**src/rtl/acq_pkg.sv**
```systemverilog
// Shared types and helpers for the acquisition FIFO scheduler.
// No logic; no latency.
// No flow control.
package acq_pkg;

    typedef enum logic [1:0] {IDLE, REQ, WAIT, HOLD} rd_state_t;

    function automatic int clog2(input int v);
        int r;
        r = 0;
        for (int i = 0; i < 31; i++) begin
            if ((1 << i) < v) begin
                r = i + 1;
            end
        end
        return r;
    endfunction

endpackage

```
**src/rtl/acq_fifo_sched_rr_arbiter.sv**
```systemverilog
// Round-robin one-hot grant among requesters, starting the search at ptr.
// Latency: purely combinational.
// Backpressure: en low forces an all-zero grant; next_ptr then holds at ptr.
module rr_arbiter
    import acq_pkg::*;
#(
    parameter int N_CH = 4,
    parameter int CH_W = clog2(N_CH)
) (
    input  logic [N_CH-1:0] req,
    input  logic            en,
    input  logic [CH_W-1:0] ptr,
    output logic [N_CH-1:0] grant,
    output logic [CH_W-1:0] next_ptr
);

    logic            found;
    logic [CH_W-1:0] idx;

    always_comb begin
        grant    = '0;
        next_ptr = ptr;
        found    = 1'b0;
        idx      = '0;
        for (int k = 0; k < N_CH; k++) begin
            idx = CH_W'((int'(ptr) + k) % N_CH);
            if (en && !found && req[idx]) begin
                found      = 1'b1;
                grant[idx] = 1'b1;
                next_ptr   = (idx == CH_W'(N_CH - 1)) ? '0 : idx + 1'b1;
            end
        end
    end

endmodule

```
**src/rtl/acq_fifo_sched.sv**
```systemverilog
// Arbitrates channel samples into the sample FIFO and drains it in tagged frames.
// Latency: write accepted in the grant cycle; read data on out_* RD_LAT+1 cycles after REQ.
// Backpressure: writes stop at level DEPTH-1; out_* held stable until out_ready.
module acq_fifo_sched
    import acq_pkg::*;
#(
    parameter int N_CH      = 4,
    parameter int DATA_W    = 24,
    parameter int CH_W      = clog2(N_CH),
    parameter int DEPTH     = 32,
    parameter int FRAME_LEN = 8,
    parameter int RD_LAT    = 1
) (
    input  logic                      clk,
    input  logic                      rst_a,
    input  logic                      en,
    input  logic                      flush,
    input  logic [N_CH-1:0]           ch_valid,
    input  logic [N_CH*DATA_W-1:0]    ch_data,
    output logic [N_CH-1:0]           ch_ready,
    output logic                      fifo_wr_en,
    output logic [CH_W+DATA_W-1:0]    fifo_wdata,
    output logic                      fifo_rd_en,
    input  logic [CH_W+DATA_W-1:0]    fifo_rdata,
    input  logic                      fifo_empty,
    output logic                      out_valid,
    input  logic                      out_ready,
    output logic [DATA_W-1:0]         out_data,
    output logic [CH_W-1:0]           out_ch,
    output logic                      out_sof,
    output logic                      out_eof,
    output logic [clog2(DEPTH):0]     level,
    output logic                      err
);

    localparam int LVL_W = clog2(DEPTH) + 1;
    localparam int WC_W  = clog2(FRAME_LEN) + 1;
    localparam logic [LVL_W-1:0] LVL_MAX   = LVL_W'(DEPTH - 1);
    localparam logic [LVL_W-1:0] LVL_FRAME = LVL_W'(FRAME_LEN);

    logic [CH_W-1:0]   rr_ptr, rr_next;
    logic [N_CH-1:0]   grant;
    logic              wr_ok;
    logic [DATA_W-1:0] wr_data;
    logic [CH_W-1:0]   wr_ch;
    rd_state_t         state;
    logic [WC_W-1:0]   frame_len, word_idx;
    logic [1:0]        lat_cnt;

    // Grants are suppressed while reset is asserted so ch_ready reads 0 in reset.
    assign wr_ok = en && !rst_a && (level < LVL_MAX);

    rr_arbiter #(.N_CH(N_CH), .CH_W(CH_W)) u_arb (
        .req      (ch_valid),
        .en       (wr_ok),
        .ptr      (rr_ptr),
        .grant    (grant),
        .next_ptr (rr_next)
    );

    assign ch_ready   = grant;
    assign fifo_wr_en = |grant;
    assign fifo_rd_en = (state == REQ);

    always_comb begin
        wr_data = '0;
        wr_ch   = '0;
        for (int i = 0; i < N_CH; i++) begin
            if (grant[i]) begin
                wr_data = ch_data[i*DATA_W +: DATA_W];
                wr_ch   = CH_W'(i);
            end
        end
    end

    assign fifo_wdata = {wr_ch, wr_data};

    always_ff @(posedge clk or posedge rst_a) begin
        if (rst_a) begin
            rr_ptr <= '0;
            level  <= '0;
        end else begin
            if (fifo_wr_en) begin
                rr_ptr <= rr_next;
            end
            case ({fifo_wr_en, fifo_rd_en})
                2'b10: if (level < LVL_MAX) level <= level + 1'b1;
                2'b01: if (level != '0)     level <= level - 1'b1;
                default: ;
            endcase
        end
    end

    always_ff @(posedge clk or posedge rst_a) begin
        if (rst_a) begin
            state     <= IDLE;
            frame_len <= '0;
            word_idx  <= '0;
            lat_cnt   <= '0;
            out_valid <= 1'b0;
            out_data  <= '0;
            out_ch    <= '0;
            out_sof   <= 1'b0;
            out_eof   <= 1'b0;
            err       <= 1'b0;
        end else begin
            if (fifo_rd_en && fifo_empty) begin
                err <= 1'b1;
            end
            case (state)
                IDLE: begin
                    if (en && level >= LVL_FRAME) begin
                        frame_len <= WC_W'(FRAME_LEN);
                        word_idx  <= '0;
                        state     <= REQ;
                    end else if (flush && level != '0) begin
                        // Short frame length is frozen here; later writes don't extend it.
                        frame_len <= (level < LVL_FRAME) ? WC_W'(level) : WC_W'(FRAME_LEN);
                        word_idx  <= '0;
                        state     <= REQ;
                    end
                end
                REQ: begin
                    lat_cnt <= '0;
                    state   <= WAIT;
                end
                WAIT: begin
                    if (lat_cnt == 2'(RD_LAT - 1)) begin
                        out_data  <= fifo_rdata[DATA_W-1:0];
                        out_ch    <= fifo_rdata[DATA_W +: CH_W];
                        out_sof   <= (word_idx == '0);
                        out_eof   <= (word_idx == frame_len - 1'b1);
                        out_valid <= 1'b1;
                        state     <= HOLD;
                    end else begin
                        lat_cnt <= lat_cnt + 1'b1;
                    end
                end
                HOLD: begin
                    if (out_ready) begin
                        out_valid <= 1'b0;
                        word_idx  <= word_idx + 1'b1;
                        state     <= out_eof ? IDLE : REQ;
                    end
                end
                default: state <= IDLE;
            endcase
        end
    end

endmodule

```
**config.mk**
```make
export PLATFORM = sky130hd
export DESIGN_NAME = acq_fifo_sched
export DESIGN_NICKNAME = d
export VERILOG_FILES = /design/src/rtl/acq_pkg.sv /design/src/rtl/acq_fifo_sched_rr_arbiter.sv /design/src/rtl/acq_fifo_sched.sv
export SDC_FILE = /design/constraint.sdc
export NUM_CORES = 1
export LEC_CHECK = 0
export BUFFER_PORTS_ARGS = -buffer_cell sky130_fd_sc_hd__buf_2
export CAP_MARGIN = 20
export CELL_PAD_IN_SITES_DETAIL_PLACEMENT = 0
export CELL_PAD_IN_SITES_GLOBAL_PLACEMENT = 2
export CORE_MARGIN = 5
export CORE_UTILIZATION = 22
export DETAILED_ROUTE_END_ITERATION = 10
export MAX_ROUTING_LAYER = met4
export PLACE_DENSITY_LB_ADDON = 0.1
export REMOVE_ABC_BUFFERS = 1
export SYNTH_ARGS = -nofsm -noshare
export SYNTH_HDL_FRONTEND = slang
export SYNTH_HIERARCHICAL = 1
export SYNTH_SLANG_ARGS = --single-unit
```
**constraint.sdc**
```tcl
create_clock -name clk -period 3.9 [get_ports clk]
set_input_delay 0.39 -clock clk [delete_from_list [all_inputs] [get_ports clk]]
set_output_delay 0.39 -clock clk [all_outputs]
set_load 0.01 [all_outputs]
```
# == After elaboration in Yosys (flattened, before gate mapping) ==
# Index checks and enable logic that the tools add are counted.
# totals
ff_bits,50
latchBits,0
ramBits,0
rom_bits,0
mem_count,0
# classes
addsub,12
multipliers,0
div,0
order_cmp,11
n_eq_ne,16
n_shift,0
muxes,59
bitwise,3
n_reduce_logical,39
# ops
operator,count
$mux W24,4
$mux W4,10
$mux W2,15
$logic_and A1 B1 Y1,16
$mux W1,15
$eq A2 B2 Y1 const B,7
$add A2 B1 Y2 const B,6
$lt A2 B3 Y1 const B,4
$mux W6,2
$or A4 B4 Y4,3
$pmux W6 S2,1
$reduce_and A3 Y1,4
$ne A2 B2 Y1 const B,5
$reduce_bool A2 Y1,5
$bmux W1 S2,4
$demux W1 S2,4
$ge A2 B1 Y1 const B,4
$pmux W2 S4,1
$pmux W4 S2,1
$reduce_and A2 Y1,4
$add A6 B1 Y6 const B,1
$ge A6 B4 Y1 const B,1
$lt A6 B4 Y1 const B,1
$lt A6 B5 Y1 const B,1
15 further kinds,21

# == Depth between registers and ports, before layout ==
# depth
ltp_word,21
ltp_mapped,19

# == Hierarchy ==
# Netlist, hierarchy kept.
# by_module_without_submodules
module,n_inst,cells_per_inst,area_per_inst_um2,seq_area_each_um2
acq_fifo_sched,1,318,3072.9,1251.2
rr_arbiter,1,53,465.4,0.0

# == Least setup slack after synthesis ==
# OpenSTA, ideal clock, no wires.
# synth_timing
kind,input to output
start,input port rst_a
end,output port fifo_wdata[10]
t_arrival_ps,3911
t_required_ps,3510
setup_slack_ps,-401
cell_stages,12
path_buffers,2
path_cell_list,inv_1 and3_1 buf_1 nand2_1 o22ai_1 nor3b_2 a222oi_1 inv_1 nor2b_1 clkbuf_1 a22oi_1 o21ai_0
# synth_via
elab_cells_between_ends,27
# synth_lines
element,line_no,rtl
from (decl),acq_fifo_sched.sv:15,"input logic rst_a,"
$logic_not A1 Y1 (no source line) (*),n/a,
$logic_and A1 B1 Y1 (*) (2 in series),acq_fifo_sched.sv:51,assign wr_ok = en && !rst_a && (level < LVL_MAX);
net wr_ok,acq_fifo_sched.sv:43,logic wr_ok;
$logic_and A1 B1 Y1,acq_fifo_sched_rr_arbiter.sv:27,if (en && !found && req[idx]) begin
$mux W1,acq_fifo_sched_rr_arbiter.sv:27,
$logic_not A1 Y1,acq_fifo_sched_rr_arbiter.sv:27,
$logic_and A1 B1 Y1 (2 in series),acq_fifo_sched_rr_arbiter.sv:27,
$mux W1,acq_fifo_sched_rr_arbiter.sv:27,
$logic_not A1 Y1,acq_fifo_sched_rr_arbiter.sv:27,
$logic_and A1 B1 Y1 (2 in series),acq_fifo_sched_rr_arbiter.sv:27,
$mux W1,acq_fifo_sched_rr_arbiter.sv:27,
$logic_not A1 Y1,acq_fifo_sched_rr_arbiter.sv:27,
$logic_and A1 B1 Y1 (2 in series),acq_fifo_sched_rr_arbiter.sv:27,
$mux W4 (*),acq_fifo_sched_rr_arbiter.sv:27,
net ch_ready[1],acq_fifo_sched.sv:20,"output logic [N_CH-1:0] ch_ready,"
$mux W24 (*) (3 in series),acq_fifo_sched.sv:69,if (grant[i]) begin
to (decl),acq_fifo_sched.sv:22,"output logic [CH_W+DATA_W-1:0] fifo_wdata,"
# The timed path passes the listed nets; every way through them passes the cells marked *.

# == Worst setup path in the final report ==
# layout_timing
start,register rr_ptr[0]
end,output port fifo_wdata[2]
# layout_via
elab_chain_cells,20
elab_cells_between_ends,55
# layout_rtl
element,line_no,rtl
from (decl),acq_fifo_sched.sv:41,"logic [CH_W-1:0] rr_ptr, rr_next;"
from (signal assigned),acq_fifo_sched.sv:84,rr_ptr <= rr_next;
"parallel branches: the longest is 15 deep, another holds $lt A2 B3 Y1",n/a,
$mux W4 (*),acq_fifo_sched_rr_arbiter.sv:27,
$mux W24 (3 in series),acq_fifo_sched.sv:69,
$mux W24 (*),acq_fifo_sched.sv:69,
# Mark *: on every way between the ends. The select of a mux whose other input is x is not followed.

==> impl_metrics.py <==
metrics = {
    "worst_setup_path": {
        "rr_worst_depth": 15,
        "cp.required_ps": 3510,
        "crit_type": "flip-flop to output pin",
        "start_kind": "flip-flop",
        "crit_path_end": "fifo_wdata[2]",
        "critical_path_arrival_ps": 3340,
        "cp_max_fo": 7,
        "reg2reg_slack_ps": 270,
        "r2r_start": "rr_ptr[0]$_DFFE_PP0P_",
        "worstSetupEndpointType": "output pin",
        "timing.rr.end": "level[4]$_DFFE_PP0P_",
        "startpoint": "rr_ptr[0]$_DFFE_PP0P_",
    },
    "route": {
        "routedLengthMet1_um": 5946,
        "routed_wirelength_um": 13410,
        "routed-wl-met3_um": 867,
        "postRouteAntennaNets": 0,
        "vias": 3713,
        "drtIter0Drc": 145,
        "first_pass_iters": 4,
        "viasPerCell": 4.653,
        "maxUsedRoutingLayer": "met4",
        "routedWlPerCell_um": 16.81,
        "wl_met2_um": 6479,
        "drcViolationCount": 0,
    },
    "finish": {
        "layout_commonest_cell": "buf_2",
        "multiInputGateArea_sq_um": 2150,
        "final_cells": 798,
        "drive_gt1_share_pct": 49.66,
        "seq_area_sq_um": 1251,
        "nets": 729,
        "mostFrequentLayoutCells": "buf_2 (199), dfrtp_1 (50), a22oi_1 (47)",
        "diodes": 0,
        "synthToLayoutAreaGrowth_pct": 45.58,
        "fin_area_sq_um": 5151,
        "final_core_util_pct": 32.55,
        "n_fill_cell": 1695,
    },
    "place": {
        "dpl.hpwl_um": 10220,
        "dpl_cell_area_sq_um": 4825,
        "dp_slack_ps": 269.5,
        "io_buffer_count": 199,
        "place_congestion": 0.8031,
        "dp.cells": 778,
    },
    "die": {
        "io_pins": 200,
        "die-area_sq_um": 18720,
        "fp.dieH_um": 136.8,
        "initial_utilization_pct": 22.36,
        "rows": 46,
        "die_w_um": 136.8,
        "core_sq_um": 15830,
    },
    "power_and_ir_drop": {
        "pwr_density_cell_nw_per_um2": 681.7,
        "ir_worst_vdd_v": 0.0003331,
        "finalPower_mw": 3.512,
        "power.leakage_nw": 2.464,
    },
    "global_routing": {
        "grt_usage_pct": 13.03,
        "grt_overflow_total": 0,
        "grt_pass1_vias": 3486,
        "grt_max_degree": 51,
        "antenna_found_initial": 0,
        "grt_pass1_wl_um": 19080,
    },
    "synthesis": {
        "syn-cell-area_sq_um": 3538,
        "async_flop_share_pct": 100.0,
        "seq_area_frac_synth_pct": 35.36,
        "synth_area_per_cell_sq_um": 9.537,
        "ys.flop_type": "dfrtp_1",
        "ys_seq_elements": 50,
        "synth_edf_count": 0,
        "ys_types": 49,
        "synthCells": 371,
        "yosys_warnings": 6,
    },
    "timing": {
        "finalClockSkew_ps": 5.988,
        "max_slew_margin_pct": 54.89,
        "finalSetupTns_ps": 0,
        "fin_ws_ps": 174.2,
        "max_freq_mhz": 268.4,
        "setup_viol_count_final": 0,
        "worst_slew_pin_slew_ps": 676.7,
        "maxSlewViolCount": 0,
        "hold_violations": 0,
        "hold-worst-slack_ps": 280.9,
        "fin_crit_sh_pct": 95.53,
        "min_period_ps": 3726,
    },
    "cts": {
        "cts_buffer_depth": 2,
        "path_clk_slew_ps": 70,
        "holdBufCountCts": 0,
        "cts_tree": "done",
        "cts_buffers": 5,
        "cts_sinks": 50,
        "root_buffer": "clkbuf_16",
        "htreeDepth": 2,
        "clock_latency_ps": 290,
    },
    "flow_run": {
        "max_cap_violations": 0,
    },
    "hold_path": {
        "hold_class": "primary input to async pin",
    },
    "outcome": {
        "run_status": "completed",
    },
}
## registers in the layout (all words and copies together), names as in the netlist
register	flops
out_sof	1
frame_len	4
level	6
out_eof	1
out_valid	1
state	2
out_ch	2
out_data	24
lat_cnt	2
rr_ptr	2
err	1
word_idx	4
## worst max-delay path, cell delays in order (launching register included)
cell      delay, ps
dfrtp_1         400
buf_6           150
mux4_2          610
nor2b_4         180
a22o_1          180
a222oi_1        290
inv_1           130
or2_4           280
nor3b_4         210
buf_6           150
buf_6           130
a22oi_1          70
o21ai_0         100
buf_2           160
## per-layer routing
metal	vias to the layer above	track usage [%]
met2	116	20.97
li1	1812	-
met1	1777	17.26
met5	-	-
met3	8	2.721
met4	0	2.162
## power by group
part | switching (mW) | internal, mW
clock network | 0.204 | 0.258
logic | 1.15 | 1.00
registers | 0.138 | 0.758
total | 1.49 | 2.02
## cell families (layout without fill, tap and decap cells)
family                   Yosys count  count (layout)  share of synthesized area (%)
AO/OA/AOI/OAI                    133             133                          25.74
buffers and inverters             46             257                          5.339
multiplexers                      36              36                          12.84
XOR/XNOR                          14              14                          3.465
AND/OR/NAND/NOR                   76              76                          11.60
adder cells (fa/ha/maj)           16              16                          5.658
flip-flops                        50              50                          35.36
## area by class of cell
cell class	count	area share, %
clock buffer	6	2.696
clock inverter	2	0.3158
inverter	21	1.579
multi-input combinational	275	41.73
sequential	50	24.29
tap	216	5.247
timing repair buffer	228	24.14
## cells in the mapped netlist (4+ instances only)
cell | instances | area, sq um
nor2_1 | 10 | 37.54
nor3_1 | 9 | 45.04
mux2_2 | 32 | 360.4
and3_1 | 4 | 25.02
buf_2 | 5 | 25.02
a31oi_1 | 5 | 31.28
dfrtp_1 | 50 | 1251
o21ai_1 | 4 | 20.02
a222oi_1 | 4 | 40.04
xor2_1 | 6 | 52.55
a22oi_1 | 47 | 352.8
a22o_1 | 5 | 43.79
a21oi_1 | 7 | 35.03
nand2_1 | 28 | 105.1
inv_1 | 20 | 75.07
a32oi_1 | 4 | 35.03
clkbuf_1 | 18 | 67.56
xnor2_1 | 8 | 70.07
ha_1 | 16 | 200.2
o21ai_0 | 41 | 205.2
## worst min-delay path by stage
| stage | endpoint | depth (start not counted) | from | slack, ps |
|---|---|---|---|---|
| after floorplan | lat_cnt[0]$_DFFE_PP0P_ | 1 | lat_cnt[0]$_DFFE_PP0P_ | 460 |
| after global placement | err$_DFFE_PP0P_ | 1 | err$_DFFE_PP0P_ | 440 |
| after detailed placement | err$_DFFE_PP0P_ | 1 | err$_DFFE_PP0P_ | 440 |
| after CTS | err$_DFFE_PP0P_ | 2 | fifo_empty | 300 |
| after global routing | err$_DFFE_PP0P_ | 2 | fifo_empty | 300 |
| final | err$_DFFE_PP0P_ | 3 | rst_a | 280 |
## what timing repair did
item | CTS | global route
pin swaps | 0 | 2
resized for setup | 3 | 29
setup buffers | 0 | 8
endpoints found under the setup margin | 11 | 26
cloned | 0 | 4
(Power assumes the default switching activity.)
